<file path="src/rtl/trap_pkg.sv">
// Shared constants for the trap sequencer: FSM state encodings and
// the interrupt / exception cause numbers it produces or checks against.
package trap_pkg;

    typedef logic [2:0] trap_state_t;

    localparam trap_state_t ST_IDLE  = 3'd0;
    localparam trap_state_t ST_DRAIN = 3'd1;
    localparam trap_state_t ST_TRAP  = 3'd2;
    localparam trap_state_t ST_RET   = 3'd3;
    localparam trap_state_t ST_REDIR = 3'd4;

    localparam int IRQ_MSI = 3;
    localparam int IRQ_MTI = 7;
    localparam int IRQ_MEI = 11;

    localparam int EXC_ILLEGAL     = 2;
    localparam int EXC_LD_MISALIGN = 4;
    localparam int EXC_ECALL_M     = 11;

endpackage

</file>
<file path="src/rtl/irq_prio.sv">
// Machine-level interrupt priority picker: MEI > MSI > MTI, gated by mstatus.MIE.
module irq_prio
    import trap_pkg::*;
#(
    parameter int XLEN   = 64,
    parameter int CODE_W = 5
) (
    input  logic              mstatus_mie,
    input  logic [XLEN-1:0]   mie,
    input  logic [XLEN-1:0]   mip,
    output logic              pend,
    output logic [CODE_W-1:0] code
);

    logic [XLEN-1:0] active;
    logic            mei, msi, mti;
    logic            unused_bits;

    assign active = mie & mip;
    assign mei    = mstatus_mie & active[IRQ_MEI];
    assign msi    = mstatus_mie & active[IRQ_MSI];
    assign mti    = mstatus_mie & active[IRQ_MTI];

    // Only the three machine-level sources are implemented.
    assign unused_bits = ^active;

    always_comb begin
        pend = mei | msi | mti;
        code = '0;
        if (mei) begin
            code = CODE_W'(IRQ_MEI);
        end else if (msi) begin
            code = CODE_W'(IRQ_MSI);
        end else if (mti) begin
            code = CODE_W'(IRQ_MTI);
        end
    end

endmodule

</file>
<file path="src/rtl/trap_ctrl.sv">
// Commit-stage trap sequencer: flush, memory drain, CSR trap/mret pulse, fetch redirect.
// Build option: define VECTORED_MTVEC_EN to honour mtvec vectored mode for interrupts.
//
// state | meaning
// IDLE  | watching commits for interrupt / exception / mret
// DRAIN | pipeline flushed and stalled, waiting for data memory to go idle
// TRAP  | one-cycle csr_enter with latched pc/cause/value
// RET   | one-cycle csr_leave plus redirect to mepc
// REDIR | redirect fetch to the trap vector, release stall
module trap_ctrl
    import trap_pkg::*;
#(
    parameter int XLEN   = 64,
    parameter int CODE_W = 5
) (
    input  logic              clk,
    input  logic              reset,
    input  logic              commit_valid,
    input  logic [XLEN-1:0]   commit_pc,
    input  logic              commit_exc,
    input  logic [CODE_W-1:0] commit_code,
    input  logic [XLEN-1:0]   commit_tval,
    input  logic              commit_mret,
    input  logic              mstatus_mie,
    input  logic [XLEN-1:0]   mie_i,
    input  logic [XLEN-1:0]   mip_i,
    input  logic [XLEN-1:0]   mtvec_i,
    input  logic [XLEN-1:0]   mepc_i,
    input  logic              mem_busy,
    output logic              commit_kill,
    output logic              flush,
    output logic              stall,
    output logic              csr_enter,
    output logic [XLEN-1:0]   csr_pc,
    output logic              csr_interrupt,
    output logic [62:0]       csr_code,
    output logic [XLEN-1:0]   csr_value,
    output logic              csr_leave,
    output logic              redirect_valid,
    output logic [XLEN-1:0]   redirect_pc
);

    trap_state_t       state_q, state_d;
    logic              irq_pend;
    logic [CODE_W-1:0] irq_code;
    logic              in_idle;
    logic              take_irq, take_exc, take_mret;
    logic [XLEN-1:0]   pc_q, value_q;
    logic [CODE_W-1:0] code_q;
    logic              irq_q;
    logic [XLEN-1:0]   tvec_base, tvec_target;

    irq_prio #(
        .XLEN   (XLEN),
        .CODE_W (CODE_W)
    ) u_irq_prio (
        .mstatus_mie (mstatus_mie),
        .mie         (mie_i),
        .mip         (mip_i),
        .pend        (irq_pend),
        .code        (irq_code)
    );

    // Interrupt beats exception, exception beats mret.
    assign in_idle   = (state_q == ST_IDLE);
    assign take_irq  = in_idle & commit_valid & irq_pend;
    assign take_exc  = in_idle & commit_valid & ~irq_pend & commit_exc;
    assign take_mret = in_idle & commit_valid & ~irq_pend & ~commit_exc & commit_mret;

    assign commit_kill = take_irq | take_exc;

    always_comb begin
        state_d = state_q;
        case (state_q)
            ST_IDLE: begin
                if (take_irq || take_exc) begin
                    state_d = ST_DRAIN;
                end else if (take_mret) begin
                    state_d = ST_RET;
                end
            end
            ST_DRAIN: begin
                if (!mem_busy) begin
                    state_d = ST_TRAP;
                end
            end
            ST_TRAP:  state_d = ST_REDIR;
            ST_RET:   state_d = ST_IDLE;
            ST_REDIR: state_d = ST_IDLE;
            default:  state_d = ST_IDLE;
        endcase
    end

    always_ff @(posedge clk) begin
        if (reset) begin
            state_q        <= ST_IDLE;
            pc_q           <= '0;
            code_q         <= '0;
            value_q        <= '0;
            irq_q          <= 1'b0;
            flush          <= 1'b0;
            stall          <= 1'b0;
            csr_enter      <= 1'b0;
            csr_leave      <= 1'b0;
            redirect_valid <= 1'b0;
        end else begin
            state_q        <= state_d;
            flush          <= (state_d == ST_DRAIN) || (state_d == ST_RET);
            stall          <= (state_d == ST_DRAIN) || (state_d == ST_TRAP);
            csr_enter      <= (state_d == ST_TRAP);
            csr_leave      <= (state_d == ST_RET);
            redirect_valid <= (state_d == ST_REDIR) || (state_d == ST_RET);
            if (take_irq) begin
                pc_q    <= commit_pc;
                irq_q   <= 1'b1;
                code_q  <= irq_code;
                value_q <= '0;
            end else if (take_exc) begin
                pc_q    <= commit_pc;
                irq_q   <= 1'b0;
                code_q  <= commit_code;
                value_q <= commit_tval;
            end
        end
    end

    assign tvec_base = {mtvec_i[XLEN-1:2], 2'b00};

`ifdef VECTORED_MTVEC_EN
    assign tvec_target = ((mtvec_i[1:0] == 2'b01) && irq_q)
                       ? tvec_base + (XLEN'(code_q) << 2)
                       : tvec_base;
`else
    logic unused_mode;
    assign unused_mode = ^mtvec_i[1:0];
    assign tvec_target = tvec_base;
`endif

    // mepc is sampled in RET, before the CSR file applies the mret update.
    always_comb begin
        redirect_pc = '0;
        if (state_q == ST_REDIR) begin
            redirect_pc = tvec_target;
        end else if (state_q == ST_RET) begin
            redirect_pc = mepc_i;
        end
    end

    assign csr_pc        = pc_q;
    assign csr_interrupt = irq_q;
    assign csr_code      = 63'(code_q);
    assign csr_value     = value_q;

endmodule

</file>
<file path="config.mk">
export PLATFORM = sky130hd
export DESIGN_NAME = trap_ctrl
export DESIGN_NICKNAME = d
export VERILOG_FILES = /design/src/rtl/trap_pkg.sv /design/src/rtl/irq_prio.sv /design/src/rtl/trap_ctrl.sv
export SDC_FILE = /design/constraint.sdc
export NUM_CORES = 1
export LEC_CHECK = 0
export CORE_AREA = 2 2 253 255
export CTS_BUF_LIST = sky130_fd_sc_hd__clkbuf_4
export DETAILED_ROUTE_END_ITERATION = 6
export DIE_AREA = 0 0 255 257
export PLACE_DENSITY = 0.36
export SLEW_MARGIN = 10
export SYNTH_ARGS = -nofsm -noshare
export SYNTH_HDL_FRONTEND = slang
export SYNTH_SLANG_ARGS = --single-unit
</file>
<file path="constraint.sdc">
create_clock -name clk -period 3 [get_ports clk]
set_input_delay 0.45 -clock clk [delete_from_list [all_inputs] [get_ports clk]]
set_output_delay 0.45 -clock clk [all_outputs]
set_load 0.03 [all_outputs]
</file>
Word-level counts from Yosys, hierarchy flattened
Cells that the tools add are included.
Widths: inputs -> output; s select.
Word-level totals
  bits of input ports: 396
  register bits after elaboration: 142
Operators by class
  equality and inequality tests: 8
  reduce and logical (&&, ||, !) cells: 7
  bitwise operators: 15
  muxes and demuxes: 15
Operator list (number)
  $mux 64: 4
  $mux 5: 4
  $and 12x12->12: 1
  $eq 3x2->1 const B: 4
  $mux 3: 4
  $and 1x1->1: 9
  $pmux 3 s3: 1
  $eq 3x1->1 const B: 2
  $eq 3x3->1 const B: 2
  $logic_or 1x1->1: 4
  $logic_not 3->1: 1
  $or 1x1->1: 3
  $mux 1: 2
  $not 1->1: 2
  $reduce_bool 2->1: 1
  $reduce_or 2->1: 1

Logic depth before layout (Yosys ltp)
  depth in word-level cells: 13
  gate-level depth with buffers: 8

Cells and area by module
From an unflattened synthesis, not the netlist that was laid out.
Unflattened totals
  cells, all modules: 796
  area total of the unflattened synthesis: 6570.1 um^2
By module, submodules not included
  trap_ctrl: area an instance 6496.2 um^2, seq. area each 2842.7 um^2, times used 1, cells each 786
  irq_prio: area an instance 73.8 um^2, seq. area each 0.0 um^2, times used 1, cells each 10

Least setup slack after synthesis
No wires, ideal clock.
  path type: input to output
  start: input commit_valid
  end: output commit_kill
  data required time: 2.550 ns
  stages: 4
  slack: 0.998 ns
  arrival: 1.552 ns
  path through: nor4b_2 > o211ai_1 > inv_2 > clkbuf_1
Between the ends
  longest elaborated chain between the ends: 4
  elaborated cells on any way between the ends: 5
Ends and longest elaborated chain
  from (decl): line trap_ctrl.sv:18  | input logic commit_valid,
  $and 1x1->1 (*): line trap_ctrl.sv:66, trap_ctrl.sv:67
  $and 1x1->1 (2 in series): line trap_ctrl.sv:67  | assign take_exc = in_idle & commit_valid & ~irq_pend & commit_exc;
  $or 1x1->1 (*): line trap_ctrl.sv:70  | assign commit_kill = take_irq | take_exc;
  to (decl): line trap_ctrl.sv:30  | output logic commit_kill,
Mark *: on every way between the ends. The rest lies on a longest branch, timed or not.

Worst setup path in the final report
  start: register state_q[2]
  end: output redirect_pc[8]
Between the ends
  longest elaborated chain between the ends: 3
  elaborated cells on any way between the ends: 4
Ends and longest elaborated chain
  from (decl): line trap_ctrl.sv:43  | trap_state_t state_q, state_d;
  from (signal assigned): line trap_ctrl.sv:107  | state_q <= state_d;
  $eq 3x2->1: line trap_ctrl.sv:144  | end else if (state_q == ST_RET) begin
  $mux 64: line trap_ctrl.sv:144
  $mux 64 (*): line trap_ctrl.sv:142  | if (state_q == ST_REDIR) begin
  to (decl): line trap_ctrl.sv:40  | output logic [XLEN-1:0] redirect_pc
Marked as above.

==> impl_metrics.tcl <==
set metrics [dict create \
    status "finished clean" \
    wl_per_cell_um 17.2 \
    crit_required_ns 2.55 \
    drt-initial-drc-count 315 \
    fin_crit_ns 2.82 \
    htreeDepth 4 \
    grt_max_degree 68 \
    cts_root_buf "clkbuf_4" \
    cts_tree "yes" \
    fillers 7008 \
    dpl.hpwl_um 28700 \
    core.rowCount 92 \
    clk_path_buf_depth 2 \
    drc 0 \
    critPathKind "flop to output pin" \
    io_buffers 475 \
    ys_ff_latch 142 \
    drt_pre_antenna_iters 4 \
    grt_pass1_wl_um 48300 \
    cts_setup_buffers 0 \
    ys_seq_area_frac 0.471 \
    grt_use_met3 0.0427 \
    synth_cell_types 34 \
    netlist_top_cells_area "dfxtp_1 (47%), nand2_1 (16%), a21oi_1 (11%)" \
    power_density_nw_per_um2 402 \
    hold_viol_final 0 \
    syn-cell-area_um2 6040 \
    slew_violations 0 \
    cap_viol_max_count 0 \
    slew_headroom 0.606 \
    crit_arrival_ns 2.37 \
    yosysTopAreaCell "dfxtp_1" \
    finalSetupTns_ns 0 \
    rsz0062_at_grt "true" \
    hold_buffers 0 \
    final.setup_skew_ns 0.0413 \
    crit_fanout 32 \
    hold_class "input port to flop" \
    dieHeight_um 257 \
    fin_crit_sh 0.941 \
    numCtsBuffers 17 \
    p_leak_nw 4.34 \
    ys_warn_count 0 \
    gr-usage-all-layers 0.107 \
    synthToLayoutAreaGrowth_pct 101 \
    viasPerCell 3.27 \
    grt_busiest_layer "met2" \
    grt_use_met2 0.195 \
    routed_wl_um 35800 \
    drtAntennaViolNets 0 \
    max_freq_mhz 354 \
    fp.dieW_um 255 \
    initial_core_util 0.0963 \
    grt-ovfl-total 0 \
    first_global_vias 6576 \
    synth_area_per_cell_um2 7.96 \
    worstMarginPinSlew_ns 0.590 \
    worst_skew_pair.late_latency_ns 0.71 \
    finalSetupViolations 0 \
    drive_gt1_frac 0.0839 \
    clk_pin_slew_worst_paths_ns 0.17 \
    final_util 0.194 \
    synthCells 759 \
    gp_congestion 0.723 \
    cts_sinks 142 \
    worstSetupStartpointType "flop" \
    vias 6791 \
    vdd_ir_drop_max_mv 0.159 \
    nets 1610 \
    dieArea_um2 65500 \
    antenna_found_initial 2 \
    cp-end-kind "output pin" \
    synth_top_cell_area_share 0.471 \
    fp.coreArea_um2 62700 \
    fin_hold_ws_ns 0.231 \
    use_met1 0.109 \
    pin_count 658 \
]
[cell type report]
| class | instances | area (um2) | share of cell area |
|---|---|---|---|
| Multi-Input combinational cell | 555 | 2690 | 0.221 |
| Clock buffer | 17 | 128 | 0.0105 |
| Clock inverter | 15 | 180 | 0.0148 |
| Tap cell | 846 | 1060 | 0.0870 |
| Inverter | 4 | 15.0 | 0.00123 |
| Timing Repair Buffer | 494 | 5240 | 0.431 |
| Sequential cell | 142 | 2850 | 0.234 |
| Antenna cell | 3 | 7.51 | 0.000617 |
[cells in the mapped netlist]
cell type	instances
conb_1	1
nor3_1	1
a2111oi_0	1
and2_1	2
a21oi_1	137
buf_6	6
a222oi_1	1
o211ai_1	2
inv_2	1
buf_4	61
nor2_1	9
clkbuf_1	35
or4b_1	1
or3_4	1
nand2b_2	1
nor3b_1	1
o22ai_1	1
a32oi_1	1
inv_1	3
buf_2	9
dfxtp_1	142
or2_2	1
a22o_1	63
nand3_1	1
mux2i_1	2
nor4b_2	1
o31ai_1	1
buf_1	4
nand2b_1	1
or3_1	3
nor4_1	1
o211a_1	1
nand2_1	262
a21o_1	1
[cells by family after synthesis]
group	share of synthesized area
AO/OA/AOI/OAI	0.217
buffers and inverters	0.121
flip-flops	0.471
multiplexers	0.00331
other	0.000621
AND/OR/NAND/NOR	0.187
[registers in the layout (all words and copies together), names as in the netlist]
signal and cells:
csr_enter 1, flush 1, csr_pc 64, csr_value 64, state_q 3, code_q 5, csr_leave 1, csr_interrupt 1
redirect_valid 1, stall 1
[per-layer routing]
| metal | share of wire | vias up | wire length (um) |
|---|---|---|---|
| met1 | 0.37 | 3090 | 13300 |
| met5 | 0.00036 | - | 13 |
| met4 | 0.018 | 2 | 651 |
| met3 | 0.085 | 22 | 3040 |
| li1 | - | 3346 | - |
| met2 | 0.52 | 331 | 18700 |
[what timing repair did]
action,CTS,global route
cloned,1,0
endpoints found under the setup margin,37,19
gates resized for setup,68,3
[where the power goes]
| part | internal [W] | switching [W] | leakage (nW) | total [W] |
|---|---|---|---|---|
| clock | 0.000589 | 0.000892 | 0.162 | 0.00148 |
| combinational | 0.000632 | 0.000738 | 3.02 | 0.00137 |
| sequential | 0.00199 | 0.0000521 | 1.16 | 0.00204 |
| total | 0.00321 | 0.00168 | 4.34 | 0.00489 |
[worst paths after layout]
check                   from              to  slack, ns  cells after the start
hold / removal         reset       code_q[2]       0.23                      2
setup reg to reg  state_q[1]   csr_value[54]       0.75                      5
setup / recovery  state_q[2]  redirect_pc[8]       0.18                      5
hold reg to reg   csr_pc[18]      csr_pc[18]       0.46                      2
[per-stage QoR]
stage	instance area (um2)	worst slack (ns)	total power [W]	cells
after global routing	12200	-0.0360	0.00521	2074
after floorplan	6250	0.998	0.00275	816
after detailed placement	11800	0.183	0.00348	2040
after global placement	11800	0.187	0.00348	2040
final	12200	0.178	0.00489	2076
after CTS	12200	0.00190	0.00506	2073
[cell usage in the layout (no fill, tap or decap), drive strengths merged, types with 2 or more instances in the layout]
master           n
a21oi          137
a22o            63
and2             2
buf             49
bufinv           3
clkbuf          17
clkdlybuf4s15   14
clkdlybuf4s18    4
clkdlybuf4s50  409
clkinv           3
clkinvlp         2
conb            58
dfxtp          142
diode            3
dlygate4sd2     17
inv             11
mux2i            2
nand2          262
nand2b           2
nor2             9
o211ai           2
or3              4
[critical path, stage by stage (launching register included)]
cell	delay [ns]
dfxtp_1	0.37
nand2b_1	0.24
nor2_4	0.18
bufbuf_16	0.36
a22o_1	0.19
clkdlybuf4s15_2	0.31
No activity file was read; power rests on OpenSTA's default activity.
